**src/rtl/pc_unit.sv**
```systemverilog
// Fetch program counter: next-PC priority select with stall-time
// redirect buffering and misaligned-fetch flagging.
module pc_unit #(
   parameter int unsigned       WIDTH        = 32,
   parameter logic [WIDTH-1:0]  RESET_VECTOR = 32'hBFC0_0000,
   parameter logic [WIDTH-1:0]  EXC_VECTOR   = 32'hBFC0_0380,
   parameter int unsigned       INC          = 4
) (
   input  logic             clk,
   input  logic             rst,
   input  logic             stall,
   input  logic             br_taken,
   input  logic [WIDTH-1:0] br_target,
   input  logic             jmp,
   input  logic [WIDTH-1:0] jmp_target,
   input  logic             exc,
   input  logic             eret,
   input  logic [WIDTH-1:0] eret_target,
   output logic [WIDTH-1:0] pc,
   output logic             pc_valid,
   output logic             adel,
   output logic             pend
);

   typedef enum logic {
      BOOT = 1'b0,
      RUN  = 1'b1
   } state_t;

   localparam logic [WIDTH-1:0] INC_W = WIDTH'(INC);

   state_t           r_state;
   state_t           w_state_nxt;
   logic [WIDTH-1:0] r_pc;
   logic [WIDTH-1:0] w_pc_nxt;
   logic             r_pc_valid;
   logic             w_pc_valid_nxt;
   logic             r_adel;
   logic             w_adel_nxt;
   logic             r_pend;
   logic             w_pend_nxt;
   logic [WIDTH-1:0] r_pend_tgt;
   logic [WIDTH-1:0] w_pend_tgt_nxt;

   always_ff @(posedge clk or negedge rst) begin
      if (!rst) begin
         r_state    <= BOOT;
         r_pc       <= RESET_VECTOR;
         r_pc_valid <= 1'b0;
         r_adel     <= 1'b0;
         r_pend     <= 1'b0;
         r_pend_tgt <= '0;
      end else begin
         r_state    <= w_state_nxt;
         r_pc       <= w_pc_nxt;
         r_pc_valid <= w_pc_valid_nxt;
         r_adel     <= w_adel_nxt;
         r_pend     <= w_pend_nxt;
         r_pend_tgt <= w_pend_tgt_nxt;
      end
   end

   always_comb begin
      w_state_nxt    = r_state;
      w_pc_nxt       = r_pc;
      w_pc_valid_nxt = r_pc_valid;
      w_adel_nxt     = r_adel;
      w_pend_nxt     = r_pend;
      w_pend_tgt_nxt = r_pend_tgt;
      unique case (r_state)
         BOOT: begin
            w_state_nxt    = RUN;
            w_pc_valid_nxt = 1'b1;
         end
         RUN: begin
            w_pc_valid_nxt = 1'b1;
            if (exc) begin
               w_pc_nxt   = EXC_VECTOR;
               w_pend_nxt = 1'b0;
            end else if (eret) begin
               w_pc_nxt   = eret_target;
               w_pend_nxt = 1'b0;
            end else if (stall) begin
               // first redirect seen during a stall wins
               if (!r_pend && (br_taken || jmp)) begin
                  w_pend_nxt     = 1'b1;
                  w_pend_tgt_nxt = br_taken ? br_target : jmp_target;
               end
            end else if (r_pend) begin
               w_pc_nxt   = r_pend_tgt;
               w_pend_nxt = 1'b0;
            end else if (br_taken) begin
               w_pc_nxt = br_target;
            end else if (jmp) begin
               w_pc_nxt = jmp_target;
            end else begin
               w_pc_nxt = r_pc + INC_W;
            end
            w_adel_nxt = (w_pc_nxt[1:0] != 2'b00);
         end
         default: begin
            w_state_nxt = BOOT;
         end
      endcase
   end

   assign pc       = r_pc;
   assign pc_valid = r_pc_valid;
   assign adel     = r_adel;
   assign pend     = r_pend;

endmodule

```
**config.mk**
```make
export PLATFORM = sky130hd
export DESIGN_NAME = pc_unit
export DESIGN_NICKNAME = d
export VERILOG_FILES = /design/src/rtl/pc_unit.sv
export SDC_FILE = /design/constraint.sdc
export NUM_CORES = 1
export LEC_CHECK = 0
export ABC_CLOCK_PERIOD_IN_PS = 2300
export CAP_MARGIN = 10
export CORE_MARGIN = 2
export CORE_UTILIZATION = 48
export DETAILED_ROUTE_END_ITERATION = 12
export PLACE_DENSITY = 0.79
export SKIP_LAST_GASP = 1
export SLEW_MARGIN = 20
export SYNTH_ARGS = -nofsm -noshare
export SYNTH_HDL_FRONTEND = slang
export SYNTH_SLANG_ARGS = --single-unit
```
**constraint.sdc**
```tcl
create_clock -name clk -period 2.3 [get_ports clk]
set_input_delay 0.69 -clock clk [delete_from_list [all_inputs] [get_ports clk]]
set_output_delay 0.69 -clock clk [all_outputs]
set_load 0.1 [all_outputs]
```
==> results.yml, run 1 <==
outcome:
  status: "completed"
worst_setup_path:
  worst-path-buf-inv: 0
  critPathLaunchType: "flop"
  reg2regPathDepth: 6
  crit_chain: "ha_1 > nand4_1 > or3_1 > or4_1 > a21oi_1 > o221ai_1"
  crit_slowest_cell: "or4_1"
  crit_family: "simple AND/OR/NAND/NOR gates"
  timing.rr.end: "pc[30]$_DFFE_PN0P_"
  worstReg2RegStart: "pc[3]$_DFFE_PN0P_"
  arrival_ps: 2430
  end_kind: "flop"
  crit_type: "reg -> reg"
  crit_path_max_incr_delay_ps: 530
  required_ps: 2530
  crit_path_max_fanout: 6
  ff2ff_setup_slack_ps: 100
die:
  die_x_um: 102.3
  die_y_um: 102.3
  io_pins: 138
  core_area_um2: 9328
  rows: 35
  fp.dieArea_um2: 10470
  start_util_pct: 49.73
timing:
  fmax_mhz: 454.3
  rsz0062_at_grt: "false"
  tightest_slew_ps: 541.8
  fin_worst_skew_ps: 10.92
  relSlewSlack_pct: 63.80
  setup_viol: 0
  finalHoldViolations: 0
  fin_crit_sh_pct: 95.71
  timing.hold.ws_ps: 303.1
  fin_crit_ps: 2201
  setup_ws_ps: 98.63
  slew_violations: 0
layout:
  fin_nets: 826
  fin_util_pct: 75.81
  diodes: 0
  drive_above_1_share_pct: 21.32
  finalInstanceArea_um2: 7072
  syn2layout_area_growth_pct: 52.47
clock_network:
  cts.sinks: 67
  cts_buffer_depth: 2
  insertion_delay_ps: 360
  post-cts-setup-buffer-count: 0
  ctsRootBufferMaster: "clkbuf_8"
  cts_buffers: 9
  clk_pin_slew_ps: 80
  cts_resized: 0
  postCtsHoldBufs: 0
  cts_tree: "done"
  htreeDepth: 3
synth:
  synthAdderAreaFrac_pct: 0.2698
  synth_ff_type: "dfrtp_1"
  yosysTopAreaCell: "dfrtp_1"
  async_flop_share_pct: 100.0
  muxShareOfSynthArea_pct: 7.122
  synthTopCellsByArea: "dfrtp_1 31%, mux2i_1 7.1%, a21oi_1 6.0%"
  synth_cells: 554
  ys_seq_elements: 67
  yosysSeqAreaShare_pct: 36.39
  synthesis.nets: 658
  synthSimpleGateAreaFrac_pct: 18.37
  synth.most_common_cell: "dfrtp_1"
  synth-compound-area-share_pct: 29.54
  synth_xor_area_share_pct: 2.832
  synth_cell_type_count: 64
  synth_common_cells: "58 x dfrtp_1, 56 x a21oi_1, 51 x nor2_1"
  synth_edf_count: 0
  synth_top_area_share_pct: 31.29
  yosysWarningCount: 0
  syn_area_per_cell_um2: 8.372
  syn_area_um2: 4638
  synth_top_family_by_area: "compound AO/OA/AOI/OAI gates"
grt:
  overflow: 0
  grt_max_degree: 68
  antenna_found_initial: 0
  grt.total_usage_pct: 32.73
  grt_pass1_vias: 5415
  grt_pass1_wl_um: 26610
place:
  portBuffers: 137
  dp_hpwl_um: 12300
  place_ws_ps: -199.2
  placed_area_um2: 6832
  place.gp.congestion: 1.025
route:
  ant_nets: 0
  first_pass_iters: 5
  drc: 0
  vias: 5468
  drtIter0Drc: 505
  vias_per_cell: 6.388
  drt_wl_total_um: 16720
  routedWlPerCell_um: 19.53
run:
  cap_violations: 0
power_and_ir_drop:
  max-vdd-ir-drop_mv: 0.4848
  power_leakage_nw: 2.895
  finalPower_mw: 4.573
  pwr_density_cell_nw_per_um2: 646.7
hold_path:
  hold_path.class: "in -> async"
placed cells by master (no fill, tap or decap), types with 4 or more instances in the layout:
master	instances
dfrtp_4	8
nand3_1	11
dfrtp_2	7
mux2i_1	33
nor2b_1	6
clkbuf_8	9
o31a_1	5
nor3_1	8
a21oi_1	56
dfstp_2	9
o211ai_1	4
a22oi_1	8
nand2b_1	12
nand2_1	40
clkdlybuf4s50_1	100
dfrtp_1	43
o31ai_1	5
a211o_1	4
nor2_1	51
a31oi_1	12
buf_4	68
xnor2_1	6
xor2_1	9
a221o_1	10
or2_2	4
o21ai_0	34
a211oi_1	6
inv_1	18
nand4_1	7
nor4_1	10
buf_12	32
o22ai_1	12
and3_1	4
a221oi_1	6
o221ai_1	8
a32o_1	4
worst register-to-register path: cells and delay by family (launching register included):
| family | cells | cell delay, ps |
|---|---|---|
| DFF | 1 | 470 |
| and+or+nand+nor | 3 | 1100 |
| adders and majority gates | 1 | 220 |
| AOI/OAI and AO/OA | 2 | 270 |
sequential cells by signal (all words and copies together), names as in the netlist:
register,cells
pc,32
r_pend_tgt,32
adel,1
pc_valid,1
pend,1
worst max-delay path by stage:
stage | from | endpoint | slack [ps] | depth (start not counted)
2_1_floorplan | pc[17]$_DFFE_PN0P_ | pc[30]$_DFFE_PN0P_ | -70 | 5
3_5_place_dp | eret | pc[30]$_DFFE_PN0P_ | -200 | 7
5_1_grt | pc[3]$_DFFE_PN0P_ | pc[30]$_DFFE_PN0P_ | 20 | 6
4_1_cts | pc[3]$_DFFE_PN0P_ | pc[30]$_DFFE_PN0P_ | 110 | 6
6_report | pc[3]$_DFFE_PN0P_ | pc[30]$_DFFE_PN0P_ | 100 | 6
3_3_place_gp | eret | pc[24]$_DFFE_PN1P_ | -150 | 6
routing by layer:
metal / GRT usage [%] / share of wire, % / vias to the layer above
li1: - / - / 2425
met3: 4.104 / 9.6 / 59
met2: 55.11 / 49 / 358
met4: 16.31 / 3.6 / 0
met1: 41.55 / 38 / 2626
met5: 0 / 0 / -
final cells by class:
cell class / instances / area (um2)
Clock buffer: 9 / 123.9
Clock inverter: 7 / 116.4
Fill cell: 648 / 2256
Inverter: 18 / 67.56
Multi-Input combinational cell: 424 / 2714
Sequential cell: 67 / 1727
Tap cell: 129 / 161.4
Timing Repair Buffer: 202 / 2162
logic make-up after synthesis:
| family | count (synthesis) |
|---|---|
| mux | 33 |
| fa+ha+maj | 1 |
| simple gates | 171 |
| other cells | 1 |
| flops | 67 |
| compound gates | 203 |
| xor+xnor | 15 |
| buf+inv | 63 |
through the flow:
stage / setup TNS, ps / cells
6_report: 0 / 856
5_1_grt: 0 / 856
4_1_cts: 0 / 856
3_5_place_dp: -5241 / 840
3_3_place_gp: -2175 / 840
2_1_floorplan: -73.48 / 554
where the power goes:
| group | internal [mW] | switching [mW] | total, mW |
|---|---|---|---|
| Clock | 0.718 | 0.505 | 1.22 |
| Combinational | 0.713 | 0.990 | 1.70 |
| Sequential | 1.42 | 0.228 | 1.65 |
| Total | 2.85 | 1.72 | 4.57 |
No activity file was read; power rests on OpenSTA's default activity.
==> inputs of run 2 (changes only) <==
- ABC_CLOCK_PERIOD_IN_PS: 2300 -> 2100
- clock period: 2.3 -> 2.1 ns (I/O delays scaled with it)
==> run 2 against run 1 <==
  * Combinational power grew 19%
  * Worst setup slack got worse by 64 ps
  * First-iteration DRC count increased by 27%
  * Via count rose by 1.1%
  * Highest routed layer unchanged
  * Critical path type is now reg -> out
  * Clock skew increased by 1.5 ps
==> results.yml, run 2 (synthesis gave the netlist of run 1 again) <==
die:
  core_area_um2: 9328
  fp.dieArea_um2: 10470
  io_pins: 138
  start_util_pct: 49.73
  die_y_um: 102.3
  die_x_um: 102.3
  rows: 35
grt:
  grt.total_usage_pct: 33.80
  grt_max_degree: 68
  grt_pass1_vias: 5686
  antenna_found_initial: 0
  overflow: 0
  grt_pass1_wl_um: 27520
route:
  routedWlPerCell_um: 20.06
  vias: 5527
  drc: 0
  first_pass_iters: 5
  vias_per_cell: 6.324
  drtIter0Drc: 643
  ant_nets: 0
  drt_wl_total_um: 17530
worst_setup_path:
  critPathLaunchType: "flop"
  end_kind: "primary output"
  ff2ff_setup_slack_ps: 50
  timing.rr.end: "pc[30]$_DFFE_PN0P_"
  worstReg2RegStart: "pc[2]$_DFFE_PN0P_"
  reg2regPathDepth: 6
  crit_path_max_fanout: 21
  arrival_ps: 1440
  required_ps: 1470
  crit_type: "reg -> out"
place:
  place.gp.congestion: 0.9581
  portBuffers: 137
  dp_hpwl_um: 12860
layout:
  diodes: 0
  fin_nets: 844
  syn2layout_area_growth_pct: 59.54
  drive_above_1_share_pct: 25.50
  final_cell_mix: "99 x clkdlybuf4s50_1, 77 x buf_4, 56 x a21oi_1"
  final_common_cell: "clkdlybuf4s50_1"
  fin_util_pct: 79.33
timing:
  rsz0062_at_grt: "true"
  slew_violations: 0
  setup_viol: 0
  fin_crit_ps: 2065
  fmax_mhz: 484.2
  fin_crit_sh_pct: 98.35
  relSlewSlack_pct: 64.51
  fin_worst_skew_ps: 12.41
  tightest_slew_ps: 531.2
  finalHoldViolations: 0
  setup_tns_ps: 0
clock_network:
  ctsRootBufferMaster: "clkbuf_8"
  cts.sinks: 67
  insertion_delay_ps: 350
  htreeDepth: 3
  clk_pin_slew_ps: 80
  cts_buffer_depth: 2
  cts_buffers: 9
  postCtsHoldBufs: 0
  cts_tree: "done"
power_and_ir_drop:
  max-vdd-ir-drop_mv: 0.5821
  swShare_pct: 37.87
  switchingPower_mw: 1.914
  intPower_mw: 3.140
  power_frac_seq_pct: 35.5
  power_leakage_nw: 3.008
  pwr_density_cell_nw_per_um2: 683.1
  combPwrFrac_pct: 40.1
  pwr-share-clk_pct: 24.4
hold_path:
  hold_path.class: "in -> async"
outcome:
  status: "completed"
run:
  cap_violations: 0
## run 2: power groups by stage
stage               combinational (mW)  clock [mW]  sequential (mW)
floorplan                        0.596           0             2.27
global placement                  1.94           0             1.79
detailed placement                1.99           0             1.80
CTS                               2.01        1.23             1.78
global route                      2.13        1.29             1.82
finish                            2.03        1.23             1.79
## run 2: critical path, stage by stage (launching register included)
cell	delay (ps)
dfrtp_4	580
buf_4	300
buf_12	210
## run 2: cell type report
| cell class | instances | area, um2 |
|---|---|---|
| Tap cell | 129 | 161.4 |
| Inverter | 18 | 67.56 |
| Fill cell | 615 | 1928 |
| Timing Repair Buffer | 220 | 2404 |
| Clock buffer | 12 | 145.1 |
| Clock inverter | 4 | 73.82 |
| Multi-Input combinational cell | 424 | 2798 |
| Sequential cell | 67 | 1750 |
## run 2: repair_timing
item,CTS,global route
buffers inserted,0,0
endpoints found under the setup margin,29,7
gates resized for setup,5,8
cloned,0,0
## run 2: metal layers
| layer | global-route usage, % | share of wire (%) | vias up |
|---|---|---|---|
| met2 | 55.97 | 49 | 402 |
| met5 | 0 | 0 | - |
| li1 | - | - | 2467 |
| met3 | 7.250 | 9.2 | 62 |
| met4 | 14.97 | 3.5 | 0 |
| met1 | 42.61 | 39 | 2596 |
## run 2: per-stage QoR
step | setup slack (ps) | cell area [um2] | power [mW] | instances | hold slack [ps]
final | 34.62 | 7400 | 5.055 | 874 | 294.0
after global routing | -32.43 | 7400 | 5.235 | 874 | 309.3
after CTS | 29.75 | 7367 | 5.019 | 874 | 307.4
after detailed placement | -408.0 | 7123 | 3.796 | 858 | 507.9
after global placement | -328.5 | 7123 | 3.728 | 858 | 481.5
after floorplan | -185.3 | 4757 | 2.869 | 554 | 334.4
## run 2: worst max path at each step
stage | startpoint | to | depth (start not counted)
finish | pend$_DFFE_PN0P_ | pend | 2
global route | pc[2]$_DFFE_PN0P_ | pc[30]$_DFFE_PN0P_ | 6
global placement | eret | r_pend_tgt[4]$_DFFE_PN0P_ | 7
detailed placement | eret | r_pend_tgt[4]$_DFFE_PN0P_ | 7
CTS | pc[2]$_DFFE_PN0P_ | pc[30]$_DFFE_PN0P_ | 6
floorplan | pc[2]$_DFFE_PN0P_ | pc[30]$_DFFE_PN0P_ | 6
